[src/rtl/slope_actuator.sv]
// slope_actuator: drives the incline lift motor toward the clamped target slope,
// tracks position in sub-steps, honours the limit switches and enforces a settle
// dead time at every stop. Optional build macro HOMING_EN: after reset, seek the
// bottom limit switch before accepting targets.
//
// state  | meaning
// IDLE   | motor off, compare clamped target against current level
// UP     | motor_up on, sub-step ticks raise the level
// DOWN   | motor_down on, sub-step ticks lower the level
// SETTLE | motor off for SETTLE_CYCLES before the next decision
// FAULT  | top limit hit while raising (or homing timed out); held until reset
// HOME   | lowering toward the bottom limit switch to re-zero (HOMING_EN only)
module slope_actuator #(
    parameter int unsigned STEP_CYCLES     = 50000,
    parameter int unsigned STEPS_PER_LEVEL = 4,
    parameter int unsigned MAX_LEVEL       = 10,
    parameter int unsigned SETTLE_CYCLES   = 25000000
) (
    input  logic       CLOCK_50,
    input  logic       reset,
    input  logic [3:0] target_slope,
    input  logic       limit_low,
    input  logic       limit_high,
    output logic       motor_up,
    output logic       motor_down,
    output logic [3:0] current_slope,
    output logic       busy,
    output logic       at_target,
    output logic       fault
);

    typedef enum logic [2:0] {IDLE, UP, DOWN, SETTLE, FAULT, HOME} state_t;

    localparam int unsigned PW = $clog2(STEP_CYCLES + 1);
    localparam int unsigned SW = $clog2(STEPS_PER_LEVEL + 1);
    localparam int unsigned TW = $clog2(SETTLE_CYCLES + 1);
    localparam logic [3:0]    MAX_L       = 4'(MAX_LEVEL);
    localparam logic [PW-1:0] PRE_LAST    = PW'(STEP_CYCLES - 1);
    localparam logic [SW-1:0] SUB_LAST    = SW'(STEPS_PER_LEVEL - 1);
    localparam logic [TW-1:0] SETTLE_LAST = TW'(SETTLE_CYCLES - 1);

`ifdef HOMING_EN
    localparam state_t      RESET_STATE = HOME;
    localparam int unsigned HOME_TICKS  = (MAX_LEVEL + 1) * STEPS_PER_LEVEL;
    localparam int unsigned HW          = $clog2(HOME_TICKS + 1);
    localparam logic [HW-1:0] HOME_LAST = HW'(HOME_TICKS - 1);
    logic [HW-1:0] home_q, home_d;
`else
    localparam state_t RESET_STATE = IDLE;
`endif

    state_t        state_q, state_d;
    logic [3:0]    cur_q, cur_d;
    logic [SW-1:0] sub_q, sub_d;
    logic [PW-1:0] pre_q, pre_d;
    logic [TW-1:0] settle_q, settle_d;
    logic          motor_up_q, motor_up_d;
    logic          motor_down_q, motor_down_d;
    logic          busy_q, busy_d;
    logic          at_target_q, at_target_d;
    logic          fault_q, fault_d;
    logic [3:0]    tgt;
    logic [3:0]    new_up, new_dn;
    logic          tick;

    // Next-state, position bookkeeping and registered-output decode.
    always_comb begin
        state_d  = state_q;
        cur_d    = cur_q;
        sub_d    = sub_q;
        pre_d    = pre_q;
        settle_d = settle_q;
`ifdef HOMING_EN
        home_d   = home_q;
`endif
        tgt    = (target_slope > MAX_L) ? MAX_L : target_slope;
        tick   = (pre_q == PRE_LAST);
        new_up = cur_q + 4'd1;
        new_dn = cur_q - 4'd1;

        case (state_q)
            IDLE: begin
                if (tgt > cur_q) begin
                    state_d = UP;
                    pre_d   = '0;
                end else if (tgt < cur_q) begin
                    state_d = DOWN;
                    pre_d   = '0;
                end
            end
            UP: begin
                if (limit_high) begin
                    state_d = FAULT;
                end else begin
                    pre_d = tick ? '0 : pre_q + PW'(1);
                    if (tick) begin
                        if (sub_q == SUB_LAST) begin
                            sub_d = '0;
                            cur_d = new_up;
                            // target is only sampled here, at the level boundary
                            if (new_up >= tgt || new_up >= MAX_L) begin
                                state_d  = SETTLE;
                                settle_d = SETTLE_LAST;
                            end
                        end else begin
                            sub_d = sub_q + SW'(1);
                        end
                    end
                end
            end
            DOWN: begin
                if (limit_low) begin
                    // bottom switch re-zeroes the position; not a fault
                    cur_d    = '0;
                    sub_d    = '0;
                    state_d  = SETTLE;
                    settle_d = SETTLE_LAST;
                end else begin
                    pre_d = tick ? '0 : pre_q + PW'(1);
                    if (tick) begin
                        if (sub_q == SUB_LAST) begin
                            sub_d = '0;
                            cur_d = new_dn;
                            if (new_dn <= tgt || new_dn == 4'd0) begin
                                state_d  = SETTLE;
                                settle_d = SETTLE_LAST;
                            end
                        end else begin
                            sub_d = sub_q + SW'(1);
                        end
                    end
                end
            end
            SETTLE: begin
                if (settle_q == '0) begin
                    state_d = IDLE;
                end else begin
                    settle_d = settle_q - TW'(1);
                end
            end
`ifdef HOMING_EN
            HOME: begin
                if (limit_low) begin
                    cur_d    = '0;
                    sub_d    = '0;
                    state_d  = SETTLE;
                    settle_d = SETTLE_LAST;
                end else begin
                    pre_d = tick ? '0 : pre_q + PW'(1);
                    if (tick) begin
                        if (home_q == HOME_LAST) begin
                            state_d = FAULT;
                        end else begin
                            home_d = home_q + HW'(1);
                        end
                    end
                end
            end
`endif
            default: begin
                state_d = state_q;
            end
        endcase

        motor_up_d   = (state_d == UP);
        motor_down_d = (state_d == DOWN) || (state_d == HOME);
        busy_d       = (state_d == UP) || (state_d == DOWN) ||
                       (state_d == SETTLE) || (state_d == HOME);
        at_target_d  = (state_d == IDLE) && (cur_d == tgt);
        fault_d      = (state_d == FAULT);
    end

    // State, counters and output registers with synchronous reset.
    always_ff @(posedge CLOCK_50) begin
        if (reset) begin
            state_q      <= RESET_STATE;
            cur_q        <= '0;
            sub_q        <= '0;
            pre_q        <= '0;
            settle_q     <= '0;
            motor_up_q   <= 1'b0;
            motor_down_q <= 1'b0;
            busy_q       <= 1'b0;
            at_target_q  <= 1'b0;
            fault_q      <= 1'b0;
`ifdef HOMING_EN
            home_q       <= '0;
`endif
        end else begin
            state_q      <= state_d;
            cur_q        <= cur_d;
            sub_q        <= sub_d;
            pre_q        <= pre_d;
            settle_q     <= settle_d;
            motor_up_q   <= motor_up_d;
            motor_down_q <= motor_down_d;
            busy_q       <= busy_d;
            at_target_q  <= at_target_d;
            fault_q      <= fault_d;
`ifdef HOMING_EN
            home_q       <= home_d;
`endif
        end
    end

    assign motor_up      = motor_up_q;
    assign motor_down    = motor_down_q;
    assign current_slope = cur_q;
    assign busy          = busy_q;
    assign at_target     = at_target_q;
    assign fault         = fault_q;

endmodule

[config.mk]
export PLATFORM = sky130hd
export DESIGN_NAME = slope_actuator
export DESIGN_NICKNAME = d
export VERILOG_FILES = /design/src/rtl/slope_actuator.sv
export SDC_FILE = /design/constraint.sdc
export NUM_CORES = 1
export LEC_CHECK = 0
export ABC_AREA = 1
export CAP_MARGIN = 20
export CORE_ASPECT_RATIO = 0.8
export CORE_MARGIN = 10
export CORE_UTILIZATION = 52
export CTS_CLUSTER_SIZE = 16
export DETAILED_ROUTE_END_ITERATION = 16
export DONT_BUFFER_PORTS = 1
export PLACE_DENSITY = 0.7
export SYNTH_ARGS = -nofsm -noshare
export SYNTH_HDL_FRONTEND = slang
export SYNTH_SLANG_ARGS = --single-unit
[constraint.sdc]
create_clock -name CLOCK_50 -period 2.45 [get_ports CLOCK_50]
set_input_delay 0.49 -clock CLOCK_50 [delete_from_list [all_inputs] [get_ports CLOCK_50]]
set_output_delay 0.49 -clock CLOCK_50 [all_outputs]
set_load 0.01 [all_outputs]
==> results of run 1 <==
[layer usage]
| layer | track usage, % | vias to the layer above | wire length (um) |
|---|---|---|---|
| met3 | 3.42 | 6 | 761 |
| met1 | 25.6 | 1639 | 4680 |
| met5 | 0 | - | 0 |
| li1 | - | 1928 | - |
| met4 | 2.98 | 0 | 50 |
| met2 | 23.6 | 109 | 3570 |
[cell usage after synthesis, types with 2 or more instances]
cell type	count
sky130_fd_sc_hd__nor4_1	3
sky130_fd_sc_hd__o211ai_1	9
sky130_fd_sc_hd__nand4_1	9
sky130_fd_sc_hd__nand2_1	152
sky130_fd_sc_hd__nor2_2	6
sky130_fd_sc_hd__buf_2	4
sky130_fd_sc_hd__ha_1	13
sky130_fd_sc_hd__xnor2_1	6
sky130_fd_sc_hd__xor2_1	13
sky130_fd_sc_hd__dfxtp_1	56
sky130_fd_sc_hd__nor2_1	93
sky130_fd_sc_hd__nor3_1	16
sky130_fd_sc_hd__inv_1	55
sky130_fd_sc_hd__a21oi_1	48
sky130_fd_sc_hd__nor2_4	4
sky130_fd_sc_hd__o21ai_0	20
sky130_fd_sc_hd__nand3_1	37
sky130_fd_sc_hd__inv_2	8
sky130_fd_sc_hd__buf_4	2
sky130_fd_sc_hd__nand2_2	2
sky130_fd_sc_hd__nand3_2	2
sky130_fd_sc_hd__buf_6	3
sky130_fd_sc_hd__clkbuf_1	6
sky130_fd_sc_hd__nand2_4	3
sky130_fd_sc_hd__or2_2	5
[state kept, by name, indices dropped and copies added (netlist names)]
signal         count
settle_q          25
state_q            3
at_target          1
busy               1
fault              1
current_slope      4
motor_up           1
motor_down         1
sub_q              3
pre_q             16
[worst reg2reg max path, stage by stage (launching register included)]
cell and delay (ps):
sky130_fd_sc_hd__dfxtp_2 400, sky130_fd_sc_hd__ha_1 220, sky130_fd_sc_hd__xnor2_2 130, sky130_fd_sc_hd__inv_1 60, sky130_fd_sc_hd__ha_1 270, sky130_fd_sc_hd__o21ai_0 70, sky130_fd_sc_hd__inv_1 50, sky130_fd_sc_hd__nand2_1 50
sky130_fd_sc_hd__nand3b_1 120, sky130_fd_sc_hd__a21oi_2 220, sky130_fd_sc_hd__nor2_4 70, sky130_fd_sc_hd__nand2_4 120, sky130_fd_sc_hd__inv_4 90, sky130_fd_sc_hd__o21ai_0 150, sky130_fd_sc_hd__nor2_1 60
[power by group through the flow]
stage / clock network (W) / registers (W) / logic [W]
finish: 0.000625 / 0.00135 / 0.00287
global route: 0.000679 / 0.00138 / 0.00325
CTS: 0.000645 / 0.00135 / 0.00281
detailed placement: 0 / 0.00137 / 0.00280
global placement: 0 / 0.00136 / 0.00278
floorplan: 0 / 0.00130 / 0.00231
[stage by stage]
step | util [%] | power (W) | setup slack [ps] | area [um^2] | std cells
finish | 58.4 | 0.00484 | 253 | 4060 | 687
detailed placement | 56.3 | 0.00417 | -25.9 | 3920 | 678
CTS | 57.9 | 0.00480 | 73.8 | 4030 | 686
global route | 58.4 | 0.00531 | 7.12 | 4060 | 687
floorplan | - | 0.00361 | 120 | 3770 | 590
global placement | 56.3 | 0.00414 | 42.3 | 3920 | 678
[area by class of cell]
type / instances / area, um^2
Clock buffer: 6 / 72.6
Tap cell: 87 / 109
Sequential cell: 56 / 1120
Inverter: 64 / 243
Clock inverter: 2 / 38.8
Timing Repair Buffer: 17 / 144
Multi-Input combinational cell: 455 / 2330
Fill cell: 681 / 2900
[worst max-delay path by stage]
stage,endpoint,slack (ps)
3_5_place_dp,pre_q[7],-30
3_3_place_gp,pre_q[8],40
6_report,settle_q[24],250
2_1_floorplan,pre_q[13],120
5_1_grt,settle_q[14],7
4_1_cts,settle_q[6],70
[kinds of logic (layout without fill, tap and decap cells)]
group / Yosys count / in the layout / share of synthesized area [%]
fa+ha+maj: 13 / 13 / 4.31
flops: 56 / 56 / 29.7
xor+xnor: 19 / 19 / 4.41
buf+inv: 79 / 89 / 8.86
simple gates: 338 / 338 / 39.6
compound gates: 85 / 85 / 13.1
[timing repair]
action / in CTS / in global routing
buffers inserted: 0 / 1
setup endpoints to repair: 0 / 39
gates resized for setup: 0 / 9
==> impl_summary.log, run 1 <==
INFO  metric globalRouteOverflowTotal = 0
INFO  metric cp_data_arrival_time = 2410 ps
INFO  metric synth_top_area_share = 29.7%
INFO  metric max_cap_viol_count = 0
INFO  metric crit_family = adder cells
INFO  metric floorplan.io_pins = 17
INFO  metric clk_pin_slew = 100 ps
INFO  metric timing.fmax = 0.455 GHz
INFO  metric rr_worst_depth = 14
INFO  metric tritoncts_num_sinks = 56
INFO  metric detail_route.iter0.violations = 282
INFO  metric grt_start_max_net_pins = 38
INFO  metric synthCells = 590
INFO  metric path_max_fanout = 14
INFO  metric tritoncts = yes
INFO  metric effective_utilization_at_floorplan = 54.2%
INFO  metric setup_tns = 0 ps
INFO  metric horiz_die_dim = 115 um
INFO  metric most_frequent_cells_in_the_layout = 152 x sky130_fd_sc_hd__nand2_1, 93 x sky130_fd_sc_hd__nor2_1, 53 x sky130_fd_sc_hd__inv_1, 53 x sky130_fd_sc_hd__dfxtp_1, 47 x sky130_fd_sc_hd__a21oi_1
INFO  metric antenna_violating_nets_post_route = 0
INFO  metric yosys_register_bits = 56
INFO  metric final_layout_size_suffix_gt1_share = 11.5%
INFO  metric cts-hold-fix-buffers = 0
INFO  metric seq_power_share = 27.9%
INFO  metric root_buffer = sky130_fd_sc_hd__clkbuf_8
INFO  metric hold_path_startpoint = reset
INFO  metric crit_path_start_kind = flop
INFO  metric asyncSetResetFlopFracSynth = 0%
INFO  metric critPathMaxStageDelay = 400 ps
INFO  metric fin_crit = 2200 ps
INFO  metric timing.clock.skew = 6.42 ps
INFO  metric power.share.combinational = 59.2%
INFO  metric timing.critical_path.cells = ha_1, xnor2_2, inv_1, ha_1, o21ai_0, inv_1, nand2_1, nand3b_1, a21oi_2, nor2_4, nand2_4, inv_4, o21ai_0, nor2_1
INFO  metric fin_worst_hold_slack = 229 ps
INFO  metric diodes = 0
INFO  metric dp_hpwl = 7020 um
INFO  metric timing.critical_path.buf_inv = 3
INFO  metric ctsLongestPathBuffers = 2
INFO  metric ir_worst_vdd = 527 uV
INFO  metric ys_seq_area_share = 29.7%
INFO  metric synthFlopType = sky130_fd_sc_hd__dfxtp_1
INFO  metric post_synth_main_area_contributors = sky130_fd_sc_hd__dfxtp_1 30%, sky130_fd_sc_hd__nand2_1 15%, sky130_fd_sc_hd__nor2_1 9.3%
INFO  metric p_int = 0.00249 W
INFO  metric critical_path.reg2reg.startpoint = current_slope[1]
INFO  metric power.density = 1190 nW/um^2
INFO  metric syn2layout_area_growth = 7.70%
INFO  metric route.vias.total = 3682
INFO  metric std_cell_rows = 27
INFO  metric cellLeakagePower = 1.74 nW
INFO  metric htree_num_levels = 2
INFO  metric wire_length_of_the_first_global_routing_pass = 15500 um
INFO  metric worst_path_max_delay_cell = sky130_fd_sc_hd__dfxtp_2
INFO  metric portBuffers = 0
INFO  metric fp.dieArea = 11100 um^2
INFO  metric switchingPower = 0.00235 W
INFO  metric synth_nets = 611
INFO  metric yosys_warnings = 0
INFO  metric finalNetCount = 620
INFO  metric place.gp.congestion = 0.987
INFO  metric cp_data_required_time = 2660 ps
INFO  metric status = finished clean
INFO  metric r2r_slack = 250 ps
INFO  metric synth_top_cell_by_area = sky130_fd_sc_hd__dfxtp_1
INFO  metric drt_pass1_iterations = 5
INFO  metric final_common_cell = sky130_fd_sc_hd__nand2_1
INFO  metric syn_area_per_cell = 6.39 um^2
INFO  metric timing.hold.worst.class = input pin to flop
INFO  metric power_frac_clock = 12.9%
INFO  metric routed_wire_length_per_instance = 13.2 um
INFO  metric die_y = 96.2 um
INFO  metric drc_errors = 0
INFO  metric initial_antenna_violation_count = 0
INFO  metric critical_path.reg2reg.endpoint = settle_q[24]
INFO  metric sw_frac_of_total = 48.5%
INFO  metric crit_cells = 14
INFO  metric critical_path.endpoint_type = flop
INFO  metric count_of_flip_flops_with_a_built_in_enable_after_synthesis = 0
INFO  metric groute.usage.overall = 16.8%
INFO  metric post-route-period-util = 89.7%
INFO  metric via_count_of_the_first_global_routing_pass = 3262
INFO  metric timing.hold.worst_path_depth = 1
INFO  metric rsz0062_at_grt = no
INFO  metric critPathKind = flop to flop
INFO  metric hold_violations = 0
INFO  metric slew_violations = 0
INFO  metric netlist_area = 3770 um^2
INFO  metric worst_slew_margin_rel = 71.2%
INFO  metric totalWireLength = 9070 um
INFO  metric yosysUniqueCellTypes = 40
INFO  metric tightest_slew = 428 ps
INFO  metric drt-vias-per-instance = 5.36
INFO  metric cts_made_buffers = 5
INFO  metric fp.coreArea = 6960 um^2
INFO  metric finalSetupViolations = 0
INFO  metric hold_path_end = current_slope[1]
INFO  metric clock_latency = 310 ps
INFO  metric worst_setup_startpoint = current_slope[1]
Note: power is estimated with default switching activity, not from simulation.
==> run 2: changes to the inputs <==
==> constraint.sdc (replaced) <==
create_clock -name CLOCK_50 -period 2.45 [get_ports CLOCK_50]
set_input_delay 0.735 -clock CLOCK_50 [delete_from_list [all_inputs] [get_ports CLOCK_50]]
set_output_delay 0.735 -clock CLOCK_50 [all_outputs]
set_load 0.01 [all_outputs]
==> impl_summary.log, run 2 (synthesized netlist as in run 1, its figures left out) <==
INFO  metric cp_data_required_time = 2640 ps (was 2660 ps)
INFO  metric syn2layout_area_growth = 8.89% (was 7.70%)
INFO  metric stdcell_area = 4110 um^2 (was 4060 um^2)
INFO  metric grt.met1_usage = 25.5% (was 25.6%)
INFO  metric critPathMaxStageDelay = 350 ps (was 400 ps)
INFO  metric most_frequent_cells_in_the_layout = 151 x sky130_fd_sc_hd__nand2_1, 93 x sky130_fd_sc_hd__nor2_1, 55 x sky130_fd_sc_hd__dfxtp_1 (was 152 x sky130_fd_sc_hd__nand2_1, 93 x sky130_fd_sc_hd__nor2_1, 53 x sky130_fd_sc_hd__inv_1, 53 x sky130_fd_sc_hd__dfxtp_1, 47 x sky130_fd_sc_hd__a21oi_1)
INFO  metric final_layout_size_suffix_gt1_share = 13.2% (was 11.5%)
INFO  metric timing.clock.skew = 9.74 ps (was 6.42 ps)
INFO  metric post-route-period-util = 95.1% (was 89.7%)
INFO  metric cellLeakagePower = 1.77 nW (was 1.74 nW)
INFO  metric rr_worst_depth = 17 (was 14)
INFO  metric dpl.cell_count = 686 (was 678)
INFO  metric globalRouteOverflowTotal = 0 (unchanged)
INFO  metric power = 0.00483 W (was 0.00484 W)
INFO  metric htree_num_levels = 2 (unchanged)
INFO  metric finalSetupViolations = 0 (unchanged)
INFO  metric finalNetCount = 629 (was 620)
INFO  metric cp_data_arrival_time = 2520 ps (was 2410 ps)
INFO  metric drt-vias-per-instance = 5.33 (was 5.36)
INFO  metric hold_violations = 0 (unchanged)
INFO  metric detail_route.iter0.violations = 344 (was 282)
INFO  metric die_y = 96.2 um (unchanged)
INFO  metric ctsLongestPathBuffers = 2 (unchanged)
INFO  metric grtUsageMet2 = 25.7% (was 23.6%)
INFO  metric fin_worst_hold_slack = 484 ps (was 229 ps)
INFO  metric timing.critical_path.cells = inv_2, ha_2, inv_1, nand2_1, and2_4, inv_1, ha_1, o21ai_0, nor2_1, nor2_1, nand2_1, nand2_1, nand2_2, nand2_4, buf_4, o21ai_0, nor2_1 (was ha_1, xnor2_2, inv_1, ha_1, o21ai_0, inv_1, nand2_1, nand3b_1, a21oi_2, nor2_4, nand2_4, inv_4, o21ai_0, nor2_1)
INFO  metric r2r_slack = 120 ps (was 250 ps)
INFO  metric initial_antenna_violation_count = 0 (unchanged)
INFO  metric top_register = settle_q (unchanged)
INFO  metric std_cell_rows = 27 (unchanged)
INFO  metric cts_made_buffers = 5 (unchanged)
INFO  metric worst_path_max_delay_cell = sky130_fd_sc_hd__dfxtp_2 (unchanged)
INFO  metric worst_slew_margin_rel = 65.5% (was 71.2%)
INFO  metric horiz_die_dim = 115 um (unchanged)
INFO  metric fp.dieArea = 11100 um^2 (unchanged)
INFO  metric wire_length_of_the_first_global_routing_pass = 16100 um (was 15500 um)
INFO  metric path_max_fanout = 5 (was 14)
INFO  metric diodes = 0 (unchanged)
INFO  metric via_count_of_the_first_global_routing_pass = 3452 (was 3262)
INFO  metric timing.hold.worst.class = input pin to flop (unchanged)
INFO  metric worst_setup_startpoint = current_slope[0] (was current_slope[1])
INFO  metric largest_register_ff_count = 25 (unchanged)
INFO  metric max_cap_viol_count = 0 (unchanged)
INFO  metric status = finished clean (unchanged)
INFO  metric tightest_slew = 518 ps (was 428 ps)
INFO  metric effective_utilization_at_floorplan = 54.2% (unchanged)
INFO  metric timing.fmax = 0.429 GHz (was 0.455 GHz)
INFO  metric fin_crit = 2330 ps (was 2200 ps)
INFO  metric clk_pin_slew = 100 ps (about the same)
INFO  metric groute.usage.overall = 17.3% (was 16.8%)
INFO  metric routed_wire_length_per_instance = 13.3 um (was 13.2 um)
INFO  metric critical_path.endpoint_type = flop (unchanged)
INFO  metric grt_most_used_layer = met2 (was met1)
INFO  metric critPathKind = flop to flop (unchanged)
INFO  metric ir_worst_vdd = 491 uV (was 527 uV)
INFO  metric critical_path.endpoint = settle_q[0] (was settle_q[24])
INFO  metric critical_path.reg2reg.endpoint = settle_q[0] (was settle_q[24])
INFO  metric drt_pass1_iterations = 5 (unchanged)
INFO  metric tritoncts = yes (unchanged)
INFO  metric power.density = 1180 nW/um^2 (was 1190 nW/um^2)
INFO  metric critical_path.reg2reg.startpoint = current_slope[0] (was current_slope[1])
INFO  metric drc_errors = 0 (unchanged)
INFO  metric final-instance-count-excl-fill = 695 (was 687)
INFO  metric grt_start_max_net_pins = 38 (unchanged)
INFO  metric slew_violations = 0 (unchanged)
INFO  metric tritoncts_num_sinks = 56 (unchanged)
INFO  metric floorplan.io_pins = 17 (unchanged)
INFO  metric placed_cell_area = 4000 um^2 (was 3920 um^2)
INFO  metric grt_util_met3 = 2.99% (was 3.42%)
INFO  metric crit_path_start_kind = flop (unchanged)
INFO  metric antenna_violating_nets_post_route = 0 (unchanged)
INFO  metric route.vias.total = 3706 (was 3682)
INFO  metric dp_hpwl = 7210 um (was 7020 um)
INFO  metric fp.coreArea = 6960 um^2 (unchanged)
INFO  metric portBuffers = 0 (unchanged)
INFO  metric totalWireLength = 9250 um (was 9070 um)
INFO  metric clock_latency = 300 ps (was 310 ps)
INFO  metric place.gp.congestion = 0.986 (was 0.987)
INFO  metric final_common_cell = sky130_fd_sc_hd__nand2_1 (unchanged)
INFO  metric root_buffer = sky130_fd_sc_hd__clkbuf_8 (unchanged)
run 2: changes by cell type in the layout (fill, tap and decap cells not counted), sizes merged:
cell    change
inv         -1
clkinv      +1
buf         +9
bufinv      -1
run 2: repair_timing:
| action | CTS | global route |
|---|---|---|
| hold buffers | 0 | 0 |
| resized for setup | 0 | 11 |
| endpoints found under the hold margin | 0 | 0 |
| buffers inserted | 0 | 2 |
| endpoints found under the setup margin | 0 | 37 |
run 2: critical path: cells and delay by family, from the launching register on:
| kind | cells | cell delay [ps] |
|---|---|---|
| compound gates | 2 | 300 |
| fa+ha+maj | 2 | 470 |
| buf+inv | 4 | 310 |
| flops | 1 | 350 |
| simple gates | 9 | 790 |
run 2: metrics by stage:
stage	setup slack [ps]	util (%)	setup TNS, ps
finish	120	59.0	0
global route	-22.7	59.0	-22.7
CTS	40.5	58.6	0
detailed placement	-180	57.4	-4800
global placement	-97.0	57.4	-2070
floorplan	11.5	-	0
run 2: where the power goes:
part,internal [W],leakage [nW],total [W],switching [W]
Clock,0.000196,0.0410,0.000481,0.000285
Sequential,0.00111,0.456,0.00135,0.000236
Combinational,0.00117,1.27,0.00300,0.00183
Total,0.00248,1.77,0.00483,0.00236
run 2: area by class of cell:
cell class | count | area [um^2]
repair buffers | 26 | 220
clock inverters | 1 | 5.00
clock buffers | 6 | 72.6
multi-input cells | 455 | 2330
well taps | 87 | 109
flip-flops and latches | 56 | 1120
fillers | 648 | 2850
inverters | 64 | 243
run 2: worst min-delay path by stage:
stage	start	to	slack, ps	cells past startpoint
2_1_floorplan	sub_q[2]	sub_q[2]	450	2
3_3_place_gp	settle_q[21]	settle_q[21]	470	2
3_5_place_dp	sub_q[2]	sub_q[2]	470	2
4_1_cts	reset	settle_q[15]	480	1
5_1_grt	reset	settle_q[20]	470	1
6_report	reset	current_slope[0]	480	1
run 2: metal layers:
| layer | vias to the layer above | share of wire [%] |
|---|---|---|
| li1 | 1943 | - |
| met1 | 1651 | 51 |
| met2 | 105 | 41 |
| met3 | 7 | 7.3 |
| met4 | 0 | 0.75 |
| met5 | - | 0 |
==> run 3: changes to the inputs <==
--- a/config.mk
+++ b/config.mk
@@ -13,7 +13,9 @@
 export CTS_CLUSTER_SIZE = 16
 export DETAILED_ROUTE_END_ITERATION = 16
 export DONT_BUFFER_PORTS = 1
+export GPL_TIMING_DRIVEN = 0
 export PLACE_DENSITY = 0.7
+export SLEW_MARGIN = 0
 export SYNTH_ARGS = -nofsm -noshare
 export SYNTH_HDL_FRONTEND = slang
 export SYNTH_SLANG_ARGS = --single-unit
==> impl_summary.log, run 3 (synthesized netlist as in run 1, its figures left out) <==
INFO  metric htree_num_levels = 2 (unchanged)
INFO  metric die_y = 96.2 um (unchanged)
INFO  metric floorplan.io_pins = 17 (unchanged)
INFO  metric globalRouteOverflowTotal = 0 (unchanged)
INFO  metric groute.usage.overall = 16.8% (was 17.3%)
INFO  metric timing.hold.worst.class = flop to flop (was input pin to flop)
INFO  metric power.share.combinational = 63.2% (was 62.1%)
INFO  metric worst_slew_margin_rel = 60.1% (was 65.5%)
INFO  metric finalNetCount = 626 (was 629)
INFO  metric cellLeakagePower = 1.75 nW (was 1.77 nW)
INFO  metric sw_frac_of_total = 49.2% (was 48.7%)
INFO  metric stdcell_area = 4240 um^2 (was 4110 um^2)
INFO  metric hold_path_end = sub_q[2] (was current_slope[0])
INFO  metric ctsLongestPathBuffers = 2 (unchanged)
INFO  metric drt-vias-per-instance = 5.49 (was 5.33)
INFO  metric clk_pin_slew = 90 ps (was 100 ps)
INFO  metric drc_errors = 0 (unchanged)
INFO  metric slew_violations = 0 (unchanged)
INFO  metric max_cap_viol_count = 0 (unchanged)
INFO  metric totalWireLength = 9630 um (was 9250 um)
INFO  metric largest_register_ff_count = 25 (unchanged)
INFO  metric status = finished clean (unchanged)
INFO  metric finalSetupViolations = 0 (unchanged)
INFO  metric horiz_die_dim = 115 um (unchanged)
INFO  metric fillers = 649 (was 648)
INFO  metric hold_path_startpoint = sub_q[2] (was reset)
INFO  metric tritoncts_num_sinks = 56 (unchanged)
INFO  metric final_common_cell = sky130_fd_sc_hd__nand2_1 (unchanged)
INFO  metric portBuffers = 0 (unchanged)
INFO  metric crit_path_start_kind = flop (unchanged)
INFO  metric ir_worst_vdd = 461 uV (was 491 uV)
INFO  metric p_int = 0.00254 W (was 0.00248 W)
INFO  metric power_frac_clock = 10.3% (was 10.0%)
INFO  metric fin_crit = 2370 ps (was 2330 ps)
INFO  metric critPathKind = flop to flop (unchanged)
INFO  metric critical_path.reg2reg.startpoint = current_slope[2] (was current_slope[0])
INFO  metric timing.hold.worst_path_depth = 2 (was 1)
INFO  metric critical_path.reg2reg.endpoint = pre_q[13] (was settle_q[0])
INFO  metric seq_power_share = 26.5% (was 27.9%)
INFO  metric setup_tns = 0 ps (unchanged)
INFO  metric switchingPower = 0.00246 W (was 0.00236 W)
INFO  metric place.gp.congestion = 0.946 (was 0.986)
INFO  metric tightest_slew = 598 ps (was 518 ps)
INFO  metric path_max_fanout = 10 (was 5)
INFO  metric timing.clock.skew = 18.9 ps (was 9.74 ps)
INFO  metric tritoncts = yes (unchanged)
INFO  metric initial_antenna_violation_count = 0 (unchanged)
INFO  metric drt_pass1_iterations = 5 (unchanged)
INFO  metric placed_cell_area = 3880 um^2 (was 4000 um^2)
INFO  metric via_count_of_the_first_global_routing_pass = 3245 (was 3452)
INFO  metric final_layout_size_suffix_gt1_share = 14.9% (was 13.2%)
INFO  metric r2r_slack = 80 ps (was 120 ps)
INFO  metric fp.coreArea = 6960 um^2 (unchanged)
INFO  metric hold_violations = 0 (unchanged)
INFO  metric effective_utilization_at_floorplan = 54.2% (unchanged)
INFO  metric diodes = 0 (unchanged)
INFO  metric most_frequent_cells_in_the_layout = 148 x sky130_fd_sc_hd__nand2_1, 91 x sky130_fd_sc_hd__nor2_1, 53 x sky130_fd_sc_hd__dfxtp_1 (was 151 x sky130_fd_sc_hd__nand2_1, 93 x sky130_fd_sc_hd__nor2_1, 55 x sky130_fd_sc_hd__dfxtp_1)
INFO  metric std_cell_rows = 27 (unchanged)
INFO  metric layout.core_utilization = 60.9% (was 59.0%)
INFO  metric fp.dieArea = 11100 um^2 (unchanged)
INFO  metric cp_data_arrival_time = 2570 ps (was 2520 ps)
INFO  metric dp_hpwl = 7120 um (was 7210 um)
INFO  metric power.density = 1180 nW/um^2 (about the same)
INFO  metric root_buffer = sky130_fd_sc_hd__clkbuf_8 (unchanged)
INFO  metric power = 0.00500 W (was 0.00483 W)
INFO  metric antenna_violating_nets_post_route = 0 (unchanged)
INFO  metric syn2layout_area_growth = 12.4% (was 8.89%)
INFO  metric post-route-period-util = 96.9% (was 95.1%)
INFO  metric cts-hold-fix-buffers = 0 (unchanged)
INFO  metric timing.fmax = 0.421 GHz (was 0.429 GHz)
INFO  metric detail_route.iter0.violations = 372 (was 344)
INFO  metric wire_length_of_the_first_global_routing_pass = 15200 um (was 16100 um)
INFO  metric worst_setup_startpoint = current_slope[2] (was current_slope[0])
INFO  metric clock_latency = 310 ps (was 300 ps)
INFO  metric route.vias.total = 3801 (was 3706)
INFO  metric critical_path.endpoint_type = flop (unchanged)
INFO  metric rr_worst_depth = 13 (was 17)
INFO  metric top_register = settle_q (unchanged)
INFO  metric cp_data_required_time = 2650 ps (was 2640 ps)
INFO  metric grt_start_max_net_pins = 17 (was 38)
INFO  metric routed_wire_length_per_instance = 13.9 um (was 13.3 um)
INFO  metric cts_made_buffers = 5 (unchanged)
-- run 3: cell types whose count changed in the layout (fill, tap and decap cells not counted), sizes merged --
cell / change
clkbuf: +9
buf: -12
-- run 3: power groups by stage --
stage | clock network [W] | logic (W) | registers, W
after detailed placement | 0 | 0.00285 | 0.00134
after global placement | 0 | 0.00280 | 0.00134
after CTS | 0.000541 | 0.00289 | 0.00132
after floorplan | 0 | 0.00231 | 0.00130
after global routing | 0.000578 | 0.00352 | 0.00136
final | 0.000516 | 0.00316 | 0.00133
-- run 3: worst max path at each step --
stage / depth (start not counted) / end
6_report: 13 / pre_q[13]
3_3_place_gp: 14 / pre_q[7]
2_1_floorplan: 15 / pre_q[13]
4_1_cts: 14 / pre_q[7]
5_1_grt: 14 / pre_q[10]
3_5_place_dp: 14 / pre_q[7]
-- run 3: critical path: stages, from the launching register on --
cell and delay, ps:
sky130_fd_sc_hd__dfxtp_2 370, sky130_fd_sc_hd__clkbuf_4 230, sky130_fd_sc_hd__inv_1 100, sky130_fd_sc_hd__ha_1 290, sky130_fd_sc_hd__nand2_1 80, sky130_fd_sc_hd__nor3_1 290, sky130_fd_sc_hd__nand3_1 190, sky130_fd_sc_hd__nand2_4 150
sky130_fd_sc_hd__inv_2 60, sky130_fd_sc_hd__buf_4 170, sky130_fd_sc_hd__nand3_2 100, sky130_fd_sc_hd__nor3_2 40, sky130_fd_sc_hd__o21ai_0 130, sky130_fd_sc_hd__nor2_1 60
-- run 3: final cells by class --
cell class	count	area, um^2	share of cell area (%)
multi-input cells	455	2470	58.2
inverters	64	253	5.96
plain buffers	15	114	2.69
well taps	87	109	2.57
repair buffers	8	73.8	1.74
clock buffers	6	82.6	1.95
clock inverters	1	8.76	0.207
flip-flops and latches	56	1130	26.7
-- run 3: layer usage --
metal	GRT usage, %	vias to the layer above	share of wire (%)
met1	23.9	1710	48
met5	0	-	0
met3	3.67	11	8.8
met2	25.0	136	42
li1	-	1944	-
met4	4.32	0	1.1
-- run 3: timing repair --
action / in CTS / in global routing
gates cloned: 0 / 1
gates resized for setup: 7 / 44
endpoints found under the setup margin: 36 / 44
pin swaps: 1 / 15
setup buffers: 2 / 5
-- run 3: metrics by stage --
step                      hold slack, ps  cells  worst slack, ps
after floorplan                      451    590             11.5
after CTS                            489    686             2.01
after global routing                 516    692            -11.8
after global placement               473    677             -336
final                                486    692             76.1
after detailed placement             471    677             -356
